### src/rtl/div_unit.sv
// div_unit: multi-cycle radix-2 restoring divider for DIV/DIVU.
// Produces {remainder, quotient} after 32 iterations plus one sign-correction
// cycle. Divide-by-zero short-circuits to a zero result. The unit can be
// annulled by a pipeline flush while busy.
module div_unit (
    input  logic        clk,
    input  logic        rst,
    input  logic        signed_div_i,
    input  logic [31:0] opdata1_i,
    input  logic [31:0] opdata2_i,
    input  logic        start_i,
    input  logic        annul_i,
    output logic [63:0] result_o,
    output logic        ready_o
);

    typedef enum logic [1:0] {FREE, BYZERO, ON, END} divState_t;

    divState_t   state_q;
    logic [5:0]  cnt_q;
    logic [64:0] work_q;
    logic [31:0] divisor_q;
    logic        negQuot_q;
    logic        negRem_q;
    logic        ready_q;
    logic [63:0] result_q;

    logic        negA;
    logic        negB;
    logic [31:0] dividendMag;
    logic [31:0] divisorMag;
    logic [64:0] shifted;
    logic [32:0] trialDiff;
    logic [64:0] work_d;
    logic [31:0] quotFinal;
    logic [31:0] remFinal;

    // Operand magnitudes and one restoring step; 0x80000000 maps onto itself
    // and is read as unsigned 2^31, which keeps the overflow case exact.
    always_comb begin
        negA        = signed_div_i & opdata1_i[31];
        negB        = signed_div_i & opdata2_i[31];
        dividendMag = negA ? (~opdata1_i + 32'd1) : opdata1_i;
        divisorMag  = negB ? (~opdata2_i + 32'd1) : opdata2_i;
        shifted     = work_q << 1;
        trialDiff   = shifted[64:32] - {1'b0, divisor_q};
        work_d      = trialDiff[32] ? shifted : {trialDiff, shifted[31:1], 1'b1};
        quotFinal   = negQuot_q ? (~work_q[31:0] + 32'd1) : work_q[31:0];
        remFinal    = negRem_q ? (~work_q[63:32] + 32'd1) : work_q[63:32];
    end

    // Control FSM and datapath registers; outputs are registered here so
    // result/ready only change on a clock edge.
    always_ff @(posedge clk) begin
        if (rst) begin
            state_q   <= FREE;
            cnt_q     <= 6'd0;
            work_q    <= 65'd0;
            divisor_q <= 32'd0;
            negQuot_q <= 1'b0;
            negRem_q  <= 1'b0;
            ready_q   <= 1'b0;
            result_q  <= 64'd0;
        end else begin
            case (state_q)
                FREE: begin
                    ready_q  <= 1'b0;
                    result_q <= 64'd0;
                    if (start_i && !annul_i) begin
                        work_q    <= {33'd0, dividendMag};
                        divisor_q <= divisorMag;
                        negQuot_q <= negA ^ negB;
                        negRem_q  <= negA;
                        cnt_q     <= 6'd0;
                        state_q   <= (opdata2_i == 32'd0) ? BYZERO : ON;
                    end
                end
                BYZERO: begin
                    if (annul_i) begin
                        cnt_q   <= 6'd0;
                        state_q <= FREE;
                    end else if (cnt_q == 6'd0) begin
                        cnt_q <= 6'd1;
                    end else begin
                        cnt_q    <= 6'd0;
                        ready_q  <= 1'b1;
                        result_q <= 64'd0;
                        state_q  <= END;
                    end
                end
                ON: begin
                    if (annul_i) begin
                        cnt_q   <= 6'd0;
                        state_q <= FREE;
                    end else if (cnt_q != 6'd32) begin
                        work_q <= work_d;
                        cnt_q  <= cnt_q + 6'd1;
                    end else begin
                        cnt_q    <= 6'd0;
                        ready_q  <= 1'b1;
                        result_q <= {remFinal, quotFinal};
                        state_q  <= END;
                    end
                end
                END: begin
                    if (!start_i) begin
                        ready_q  <= 1'b0;
                        result_q <= 64'd0;
                        state_q  <= FREE;
                    end
                end
                default: begin
                    state_q <= FREE;
                end
            endcase
        end
    end

    assign ready_o  = ready_q;
    assign result_o = result_q;

endmodule
### config.mk
export PLATFORM = sky130hd
export DESIGN_NAME = div_unit
export DESIGN_NICKNAME = d
export VERILOG_FILES = /design/src/rtl/div_unit.sv
export SDC_FILE = /design/constraint.sdc
export NUM_CORES = 1
export LEC_CHECK = 0
export BUFFER_PORTS_ARGS = -buffer_cell sky130_fd_sc_hd__buf_2
export CORE_MARGIN = 2
export CORE_UTILIZATION = 55
export CTS_CLUSTER_DIAMETER = 60
export CTS_CLUSTER_SIZE = 30
export DETAILED_ROUTE_END_ITERATION = 10
export PLACE_DENSITY = 0.76
export SYNTH_ARGS = -nofsm -noshare
export SYNTH_HDL_FRONTEND = slang
export SYNTH_SLANG_ARGS = --single-unit
export TNS_END_PERCENT = 50
### constraint.sdc
create_clock -name clk -period 4.7 [get_ports clk]
set_input_delay 0.47 -clock clk [delete_from_list [all_inputs] [get_ports clk]]
set_output_delay 0.47 -clock clk [all_outputs]
set_load 0.05 [all_outputs]
==> impl_metrics.csv, run 1 <==
group,metric,value,unit
cts,clock_latency,440,ps
global_route,antenna_found_initial,1,
synth,synth_area_per_cell,7.653,um2
detailed_routing,dr.first_iter.drc_count,1010,
synth,ys_ff_latch,171,
synth,synth_fa_ha_area_share,4.968,%
detailed_routing,routedWlPerCell,15.80,um
timing,min_period_over_period,76.70,%
timing,tightest_slew,1169,ps
floorplanning,die_w,145.3,um
setup_path,crit_type,"flip-flop to flip-flop",
place,port_buffers,133,
floorplanning,initial_core_util,56.24,%
detailed_routing,wl_met1,14040,um
synth,yosysSeqAreaShare,31.17,%
global_route,grt_pass1_wl,46600,um
detailed_routing,final_antenna_net_count,0,
synth,synth_top_family_by_area,"compound AO/OA/AOI/OAI gates",
job,max-cap-violations,0,
power,ir_drop,0.4289,mV
synth,synth_compound_area_share,23.82,%
detailed_routing,vias_per_cell,5.778,
synth,synth-main-ff-cell,"dfxtp_1",
floorplanning,die-area,0.02111,mm2
timing,fin_tns_setup,0,ps
place,place_area,0.01181,mm2
detailed_routing,drc,0,
setup_path,crit_required,5000,ps
layout,stdcell_area,0.01240,mm2
synth,yosysWarningCount,0,
setup_path,end_kind,"flip-flop",
detailed_routing,route.met3.wl,1963,um
outcome,status,"finished, final reports clean",
setup_path,cp-start-kind,"flip-flop",
floorplanning,die_h,145.3,um
setup_path,crit_start,"work_q[32]$_SDFFE_PP0P_",
synth,synth_top_area_share,31.17,%
cts,htreeDepth,4,
timing,max_clock_freq,0.2774,GHz
global_route,track_usage,26.30,%
cts,cts_resized,0,
power,power.leakage,5.030,nW
setup_path,r2r_cells,12,
synth,syn_area,0.01098,mm2
detailed_routing,maxUsedRoutingLayer,"met4",
setup_path,ff2ff_setup_slack,1090,ps
synth,ys_top_cells_by_area,"dfxtp_1 (31%), xnor2_1 (7.7%), nand2_1 (7.3%)",
cts,root_buffer,"clkbuf_16",
place,place.gp.congestion,0.9617,
cts,clk_path_buf_depth,2,
timing,rsz0062_at_grt,"no",
timing,clock_skew,12.19,ps
timing,setup_viol_count_final,0,
detailed_routing,wl,28470,um
floorplanning,core,0.01953,mm2
global_route,grt-ovfl-total,0,
synth,synthMuxAreaShare,2.370,%
setup_path,critical_path_arrival,3900,ps
setup_path,cp_slowest_cell,"buf_4",
cts,cts_buffers,17,
timing,slew_headroom,21.97,%
setup_path,worstPathMaxFanout,41,
layout,area_delta_synth_final,12.91,%
detailed_routing,drt_pre_antenna_iters,5,
cts,cts_setup_buffers,0,
synth,yosys.area_share.simple,21.45,%
setup_path,reg2reg_from,"work_q[32]$_SDFFE_PP0P_",
setup_path,max_stage_delay,490,ps
timing,slew_violations,0,
global_route,grt_max_degree,75,
synth,post_synth_inst_count,1435,
cts,clock-sinks,171,
timing,period_minus_slack,3605,ps
power,cellPowerDensity,441.7,mW/mm2
synth,async_reset_ff_share,0,%
global_route,first_global_vias,9240,
synth,synth-xor-area-share,11.56,%
cts,tritoncts,"built",
detailed_routing,vias,10412,
layout,nets,1635,
detailed_routing,wl_met2,12090,um
floorplanning,rows,51,
place,dp_hpwl,20600,um
layout,drive_gt1_share,13.09,%
setup_path,crit_chain,"inv_1, fa_1, nor2b_1, o2111ai_1, a311oi_1, o311ai_1, a21oi_1, o21ai_1, xnor2_2, buf_4, mux2i_1, o21ai_0",
cts,path_clk_slew,70,ps
setup_path,timing.rr.end,"work_q[50]$_SDFFE_PP0P_",
cts,cts_hold_buf,0,
synth,yosysTopAreaCell,"dfxtp_1",
worst_hold_path,holdCritPathClass,"input port to flip-flop",
floorplanning,io_pins,134,
timing,hold_violations,0,
synth,yosys.cell_types.count,70,
synth,synth_nets,1547,
synth,synth_edf_count,0,
setup_path,crit_end,"work_q[50]$_SDFFE_PP0P_",
## cells in the mapped netlist, drive strengths merged (17+ instances only)
library cell,instances
a211oi,31
mux2i,26
a21oi,95
or3,18
dfxtp,171
o41ai,17
nor2,140
xor2,49
inv,56
clkbuf,69
nand3,32
a22oi,40
nor3,34
ha,42
xnor2,96
o21ai,102
o31ai,20
nand2,213
## worst max-delay path: cells and delay by family, from the launching register on
family	cells	cell delay [ps]
AOI/OAI and AO/OA	6	1280
xor gates and xnor gates	1	130
adders and majority gates	1	450
buffers and inverters	2	640
DFF	1	480
muxes	1	250
and+or+nand+nor	1	210
## area by class of cell
cell class / count / area [um2]
fillers: 1772 / 7127
diodes: 1 / 2.502
inverters: 56 / 210.2
well taps: 265 / 331.6
multi-input cells: 1131 / 7079
flip-flops and latches: 171 / 3423
clock buffers: 18 / 439.2
repair buffers: 146 / 765.7
clock inverters: 14 / 147.6
## power by group
part           switching (mW)  internal (mW)  leakage, nW
clock network           0.653          0.767        0.286
registers               0.173           1.60         1.39
logic                    1.54          0.740         3.36
total                    2.37           3.11         5.03
## worst min path at each step
stage,slack [ps],startpoint,cells after the start,end
after floorplan,430,divisor_q[20]$_SDFFE_PP0P_,2,divisor_q[20]$_SDFFE_PP0P_
after global placement,440,result_o[37]$_SDFFE_PP0P_,2,result_o[37]$_SDFFE_PP0P_
after detailed placement,440,result_o[38]$_SDFFE_PP0P_,2,result_o[38]$_SDFFE_PP0P_
after CTS,330,opdata2_i[0],3,divisor_q[0]$_SDFFE_PP0P_
after global routing,350,opdata2_i[0],3,divisor_q[0]$_SDFFE_PP0P_
final,340,opdata2_i[0],3,divisor_q[0]$_SDFFE_PP0P_
## flip-flops by register name, summed over array words and instances, names as in the netlist
| signal | cells |
|---|---|
| result_o | 64 |
| state_q | 2 |
| divisor_q | 32 |
| negQuot_q | 1 |
| work_q | 64 |
| negRem_q | 1 |
| ready_o | 1 |
| cnt_q | 6 |
## layout by cell type, fill, tap and decap left out, types with 4 or more instances in the layout
cell,n
nand2_1,213
dfxtp_1,171
nor2_1,137
buf_2,132
o21ai_0,100
a21oi_1,95
xnor2_1,95
inv_1,56
xor2_1,49
ha_1,41
a22oi_1,40
nor3_1,34
a211oi_1,31
nand3_1,30
mux2i_1,26
o31ai_1,18
clkbuf_16,17
or3_1,16
nand2b_1,15
a21o_1,15
o41ai_1,15
buf_4,14
a22o_1,12
nor2b_1,11
a31oi_1,10
or4_1,10
and3_1,9
o211ai_1,9
nor4_1,9
and2_1,7
a311oi_1,6
o21a_1,6
inv_6,5
o21bai_1,4
o2111ai_1,4
a221oi_1,4
inv_8,4
## per-layer routing
layer  global-route usage (%)  up-vias
met1                    39.95     4786
met3                    3.868       31
met5                        0        -
met4                    6.765        0
li1                         -     5240
met2                    38.89      355
## metrics by stage
step	util, %	total power [mW]	std cells	worst slack (ps)	hold slack, ps
finish	63.50	5.477	1802	1095	342.9
global route	63.50	5.814	1802	872.1	350.3
CTS	63.49	5.457	1801	1086	332.7
detailed placement	60.48	4.036	1769	1132	441.4
global placement	60.48	4.001	1769	1309	436.3
floorplan	-	3.480	1435	1649	431.9
## logic make-up (layout without fill, tap and decap cells)
kind of cell / Yosys count / count (layout)
other: 0 / 1
xor gates and xnor gates: 145 / 145
AOI/OAI and AO/OA: 398 / 398
muxes: 26 / 26
DFF: 171 / 171
buffers and inverters: 133 / 234
adders and majority gates: 43 / 43
and+or+nand+nor: 519 / 519
No activity file was read; power rests on OpenSTA's default activity.
==> run 2, diff against run 1 <==
--- a/config.mk
+++ b/config.mk
@@ -5,13 +5,14 @@
 export SDC_FILE = /design/constraint.sdc
 export NUM_CORES = 1
 export LEC_CHECK = 0
+export ABC_AREA = 1
 export BUFFER_PORTS_ARGS = -buffer_cell sky130_fd_sc_hd__buf_2
 export CORE_MARGIN = 2
 export CORE_UTILIZATION = 55
 export CTS_CLUSTER_DIAMETER = 60
 export CTS_CLUSTER_SIZE = 30
 export DETAILED_ROUTE_END_ITERATION = 10
-export PLACE_DENSITY = 0.76
+export PLACE_DENSITY = 0.78
 export SYNTH_ARGS = -nofsm -noshare
 export SYNTH_HDL_FRONTEND = slang
 export SYNTH_SLANG_ARGS = --single-unit
==> constraint.sdc (replaced) <==
create_clock -name clk -period 2.95 [get_ports clk]
set_input_delay 0.295 -clock clk [delete_from_list [all_inputs] [get_ports clk]]
set_output_delay 0.295 -clock clk [all_outputs]
set_load 0.05 [all_outputs]
==> impl_metrics.csv, run 2 <==
group,metric,value,unit
setup_path,critPathTopFamily,"simple AND/OR/NAND/NOR gates",
timing,slew_headroom,38.31,%
timing,setup_viol_count_final,0,
cts,cts_buffers,17,
detailed_routing,wl,39630,um
synth,yosysTopAreaCell,"dfxtp_1",
timing,hold_violations,0,
synth,netlist_top_cells_count,"nand2_1 (574), inv_1 (309), a21oi_1 (207)",
floorplanning,rows,57,
layout,layout_commonest_cell,"nand2_1",
cts,tritoncts,"built",
synth,synth-main-ff-cell,"dfxtp_1",
layout,layout_common_cells,"nand2_1 (573), inv_1 (309), a21oi_1 (207)",
global_route,grt_pass1_wl,63270,um
cts,cts_resized,0,
synth,yosysSeqAreaShare,25.14,%
floorplanning,die_w,161.4,um
setup_path,critPathBufInv,3,
cts,clock_latency,460,ps
layout,fin_util,62.12,%
cts,clk_path_buf_depth,2,
floorplanning,io_pins,134,
timing,tightest_slew,924.3,ps
synth,yosys.cell_types.count,55,
power,power.leakage,7.672,nW
worst_hold_path,hold_start,"opdata2_i[31]",
power,ir_drop,0.4654,mV
setup_path,ff2ff_setup_slack,270,ps
synth,ys_top_cells_by_area,"dfxtp_1 (25%), nand2_1 (16%), inv_1 (8.5%)",
setup_path,end_kind,"flip-flop",
power,cellPowerDensity,733.8,mW/mm2
place,place.gp.congestion,0.9990,
place,dp_hpwl,30510,um
setup_path,reg2reg_from,"work_q[31]$_SDFFE_PP0P_",
cts,cts_setup_buffers,0,
timing,period_minus_slack,2678,ps
setup_path,crit_chain,"inv_1, ha_1, fa_1, inv_1, nand2_1, nand2_2, nand3_4, nand2_4, nand2_4, nand2_4, nand2_4, nand2_4, nand2_8, nand2_8, buf_12, nand2_4, nand3_2, a21oi_2",
timing,max_clock_freq,0.3733,GHz
power,p_total,11.09,mW
cts,clock-sinks,171,
detailed_routing,vias_per_cell,5.462,
detailed_routing,final_antenna_net_count,0,
worst_hold_path,hold_end,"divisor_q[31]$_SDFFE_PP0P_",
worst_hold_path,holdCritPathClass,"input port to flip-flop",
synth,synth_most_common_cell,"nand2_1",
floorplanning,core,0.02432,mm2
synth,ys_ff_latch,171,
timing,whs,165.1,ps
global_route,grt_max_degree,132,
synth,yosysWarningCount,0,
cts,cts_hold_buf,0,
synth,synth_edf_count,0,
detailed_routing,routedWlPerCell,15.15,um
synth,async_reset_ff_share,0,%
synth,post_synth_inst_count,2186,
setup_path,cp-start-kind,"flip-flop",
timing,fin_tns_setup,0,ps
outcome,status,"finished, final reports clean",
detailed_routing,drc,0,
synth,synth_top_area_share,25.14,%
setup_path,cp_slowest_cell,"fa_1",
detailed_routing,vias,14289,
layout,area_delta_synth_final,10.93,%
global_route,antenna_found_initial,0,
detailed_routing,dr.first_iter.drc_count,1387,
setup_path,critical_path_arrival,2980,ps
cts,root_buffer,"clkbuf_16",
place,place_area,0.01448,mm2
layout,drive_gt1_share,15.18,%
cts,path_clk_slew,80,ps
timing,clock_skew,21.53,ps
layout,stdcell_area,0.01511,mm2
timing,rsz0062_at_grt,"no",
setup_path,timing.rr.end,"work_q[37]$_SDFFE_PP0P_",
layout,n_antenna_cell,0,
floorplanning,die-area,0.02604,mm2
setup_path,max_stage_delay,400,ps
setup_path,crit_required,3260,ps
global_route,track_usage,29.79,%
setup_path,crit_type,"flip-flop to flip-flop",
setup_path,r2r_cells,18,
timing,min_period_over_period,90.80,%
worst_hold_path,holdPathStages,3,
setup_path,crit_top_cell,"nand2_4",
timing,slew_violations,0,
global_route,grt-ovfl-total,0,
synth,synth_nets,2298,
global_route,first_global_vias,12602,
detailed_routing,drt_pre_antenna_iters,6,
floorplanning,die_h,161.4,um
floorplanning,initial_core_util,56.00,%
job,max-cap-violations,0,
place,port_buffers,133,
layout,nets,2391,
synth,syn_area,0.01362,mm2
synth,synth_area_per_cell,6.230,um2
cts,htreeDepth,4,
setup_path,worstPathMaxFanout,33,
[run 2: cell count changes after synthesis, sizes merged, moves of 18 or more]
cell	before	now
buf	8	39
a22oi	40	1
a211oi	31	5
xnor2	96	17
nor2	140	180
nand4	3	33
mux2i	26	0
nand2	213	621
inv	56	332
clkbuf	69	42
nand3	32	221
a21oi	95	240
o31ai	20	2
or3	18	0
[run 2: layout make-up]
cell class / instances / area (um2)
clock inverter: 15 / 203.9
inverter: 336 / 1266
sequential: 171 / 3423
fill: 2365 / 9213
clock buffer: 17 / 425.4
tap: 324 / 405.4
timing repair buffer: 156 / 890.9
multi-input combinational: 1597 / 8492
[run 2: metal layers]
layer | up-vias | wire, um | track usage (%)
met2 | 600 | 16510 | 44.00
met3 | 51 | 3544 | 4.237
li1 | 7225 | - | -
met1 | 6413 | 18960 | 45.42
met5 | - | 0 | 0
met4 | 0 | 608 | 7.102
[run 2: worst max-delay path by stage]
stage,startpoint,to,cells past startpoint
6_report,work_q[31]$_SDFFE_PP0P_,work_q[37]$_SDFFE_PP0P_,18
5_1_grt,work_q[31]$_SDFFE_PP0P_,work_q[37]$_SDFFE_PP0P_,18
4_1_cts,work_q[31]$_SDFFE_PP0P_,work_q[37]$_SDFFE_PP0P_,18
3_5_place_dp,work_q[31]$_SDFFE_PP0P_,work_q[37]$_SDFFE_PP0P_,18
3_3_place_gp,work_q[31]$_SDFFE_PP0P_,work_q[37]$_SDFFE_PP0P_,18
2_1_floorplan,work_q[31]$_SDFFE_PP0P_,work_q[36]$_SDFFE_PP0P_,18
[run 2: metrics by stage]
| step | setup slack [ps] | std cells |
|---|---|---|
| floorplan | 734.1 | 2186 |
| global placement | 325.3 | 2584 |
| detailed placement | 288.2 | 2584 |
| CTS | 276.1 | 2616 |
| global route | 59.91 | 2616 |
| finish | 271.5 | 2616 |
[run 2: power breakdown]
| group | internal, mW | total, mW | switching, mW |
|---|---|---|---|
| clock | 1.18 | 2.39 | 1.21 |
| combinational | 1.65 | 5.69 | 4.04 |
| sequential | 2.64 | 3.00 | 0.354 |
| total | 5.48 | 11.1 | 5.61 |
[run 2: kinds of logic (layout without fill, tap and decap cells)]
logic type	Yosys count	count (layout)	share of synthesized area (%)
AO/OA/AOI/OAI	386	386	16.16
flip-flops	171	171	25.14
XOR/XNOR	58	58	3.730
buffers and inverters	418	524	12.67
adder cells (fa/ha/maj)	43	43	4.006
AND/OR/NAND/NOR	1110	1110	38.29
[run 2: tightest hold or removal path, stage by stage]
cell and delay (ps):
buf_2 120, nand3_1 90, a21oi_1 60
==> run 3, diff against run 2 <==
--- a/config.mk
+++ b/config.mk
@@ -7,12 +7,14 @@
 export LEC_CHECK = 0
 export ABC_AREA = 1
 export BUFFER_PORTS_ARGS = -buffer_cell sky130_fd_sc_hd__buf_2
+export CORE_ASPECT_RATIO = 0.9
 export CORE_MARGIN = 2
 export CORE_UTILIZATION = 55
 export CTS_CLUSTER_DIAMETER = 60
 export CTS_CLUSTER_SIZE = 30
 export DETAILED_ROUTE_END_ITERATION = 10
 export PLACE_DENSITY = 0.78
+export SETUP_SLACK_MARGIN = 0.2
 export SYNTH_ARGS = -nofsm -noshare
 export SYNTH_HDL_FRONTEND = slang
 export SYNTH_SLANG_ARGS = --single-unit
==> impl_metrics.csv, run 3 (synthesized netlist as in run 2, its figures left out) <==
group,metric,value,unit
global_route,antenna_found_initial,0,
detailed_routing,wl_met1,19730,um
setup_path,crit_top_cell,"nand2_4",
global_route,grt_pass1_wl,64360,um
cts,clk_path_buf_depth,2,
floorplanning,die_w,169.9,um
cts,clock_latency,440,ps
timing,tightest_slew,814.0,ps
layout,drive_gt1_share,15.63,%
floorplanning,rows,54,
place,place.gp.congestion,0.9356,
timing,hold_violations,0,
floorplanning,die-area,0.02604,mm2
detailed_routing,vias,14254,
cts,cts_buffers,17,
job,max-cap-violations,0,
cts,clock-sinks,171,
global_route,track_usage,30.61,%
detailed_routing,route.met3.wl,3759,um
power,ir_drop,0.4089,mV
detailed_routing,drc,0,
setup_path,max_stage_delay,400,ps
worst_hold_path,holdCritPathClass,"input port to flip-flop",
setup_path,crit_type,"flip-flop to flip-flop",
setup_path,crit_chain,"inv_1, ha_1, fa_1, inv_1, nand2_1, nand2_2, nand3_4, nand2_4, nand2_4, nand2_4, nand2_4, nand3_4, buf_4, nand3_1, nand3_2, a21oi_2",
outcome,status,"finished, final reports clean",
detailed_routing,drt_pre_antenna_iters,6,
setup_path,worstPathMaxFanout,28,
layout,area_delta_synth_final,11.11,%
setup_path,crit_required,3240,ps
detailed_routing,dr.first_iter.drc_count,1277,
cts,htreeDepth,4,
floorplanning,die_h,153.3,um
layout,nets,2403,
detailed_routing,routedWlPerCell,15.31,um
layout,fillers,2362,
setup_path,end_kind,"flip-flop",
cts,cts_resized,0,
timing,rsz0062_at_grt,"no",
setup_path,critical_path_arrival,2880,ps
place,port_buffers,133,
timing,period_minus_slack,2593,ps
timing,min_period_over_period,87.91,%
power,cellPowerDensity,727.1,mW/mm2
detailed_routing,final_antenna_net_count,0,
layout,n_antenna_cell,0,
floorplanning,core,0.02426,mm2
cts,cts_setup_buffers,0,
setup_path,cp-start-kind,"flip-flop",
timing,slew_headroom,45.67,%
global_route,grt_max_degree,132,
timing,slew_violations,0,
global_route,grt-ovfl-total,0,
timing,max_clock_freq,0.3856,GHz
cts,path_clk_slew,80,ps
detailed_routing,wl_met2,15870,um
cts,tritoncts,"built",
timing,fin_tns_setup,0,ps
timing,whs,189.4,ps
layout,layout_common_cells,"nand2_1 (573), inv_1 (309), a21oi_1 (207)",
timing,setup_viol_count_final,0,
layout,layout_commonest_cell,"nand2_1",
detailed_routing,vias_per_cell,5.457,
cts,cts_hold_buf,0,
place,dp_hpwl,31220,um
power,power.leakage,7.721,nW
floorplanning,initial_core_util,56.14,%
global_route,first_global_vias,12704,
detailed_routing,maxUsedRoutingLayer,"met4",
detailed_routing,wl,40000,um
cts,root_buffer,"clkbuf_16",
setup_path,cp_slowest_cell,"fa_1",
timing,clock_skew,17.00,ps
floorplanning,io_pins,134,
run 3: changes by cell type in the layout (fill, tap and decap cells not counted), sizes merged:
| cell | delta |
|---|---|
| buf | +12 |
run 3: worst max-delay path, delay by kind of cell (launching register included):
| kind | cells | cell delay (ps) |
|---|---|---|
| compound gates | 1 | 50 |
| fa+ha+maj | 2 | 630 |
| flops | 1 | 350 |
| simple gates | 10 | 910 |
| buf+inv | 3 | 490 |
run 3: final cells by class:
type | instances | area (um2) | share of cell area [%]
multi-input cells | 1597 | 8492 | 56.12
clock buffers | 17 | 425.4 | 2.812
clock inverters | 15 | 170.2 | 1.125
inverters | 336 | 1266 | 8.368
well taps | 308 | 385.4 | 2.547
flip-flops and latches | 171 | 3423 | 22.62
repair buffers | 168 | 968.4 | 6.400
run 3: metrics by stage:
stage               utilization, %  total power, mW  area, um2  instances  setup slack (ps)
finish                       62.38            11.00      15130       2612             356.7
global route                 62.38            11.77      15130       2612             199.0
CTS                          62.16            10.86      15080       2605             272.3
detailed placement           59.71            8.578      14480       2573             309.7
global placement             59.71            8.482      14480       2573             340.3
floorplan                        -            7.298      13620       2186             734.1
run 3: where the power goes:
group | total, mW | internal, mW | switching, mW
sequential | 2.99 | 2.65 | 0.349
combinational | 5.72 | 1.68 | 4.04
clock | 2.29 | 1.15 | 1.14
total | 11.0 | 5.47 | 5.53
run 3: path summary, 6_finish.rpt:
check | start | slack [ps] | cells after the start | to
worst min register to register | result_o[14]$_SDFFE_PP0P_ | 460 | 2 | result_o[14]$_SDFFE_PP0P_
worst max register to register | work_q[31]$_SDFFE_PP0P_ | 360 | 16 | work_q[49]$_SDFFE_PP0P_
worst max-delay path | work_q[31]$_SDFFE_PP0P_ | 360 | 16 | work_q[49]$_SDFFE_PP0P_
worst min-delay path | opdata2_i[6] | 190 | 3 | divisor_q[6]$_SDFFE_PP0P_
run 3: layer usage:
layer / vias to the layer above / track usage (%)
met5: - / 0
met4: 0 / 7.041
met3: 49 / 6.111
met2: 583 / 42.78
met1: 6395 / 47.59
li1: 7227 / -
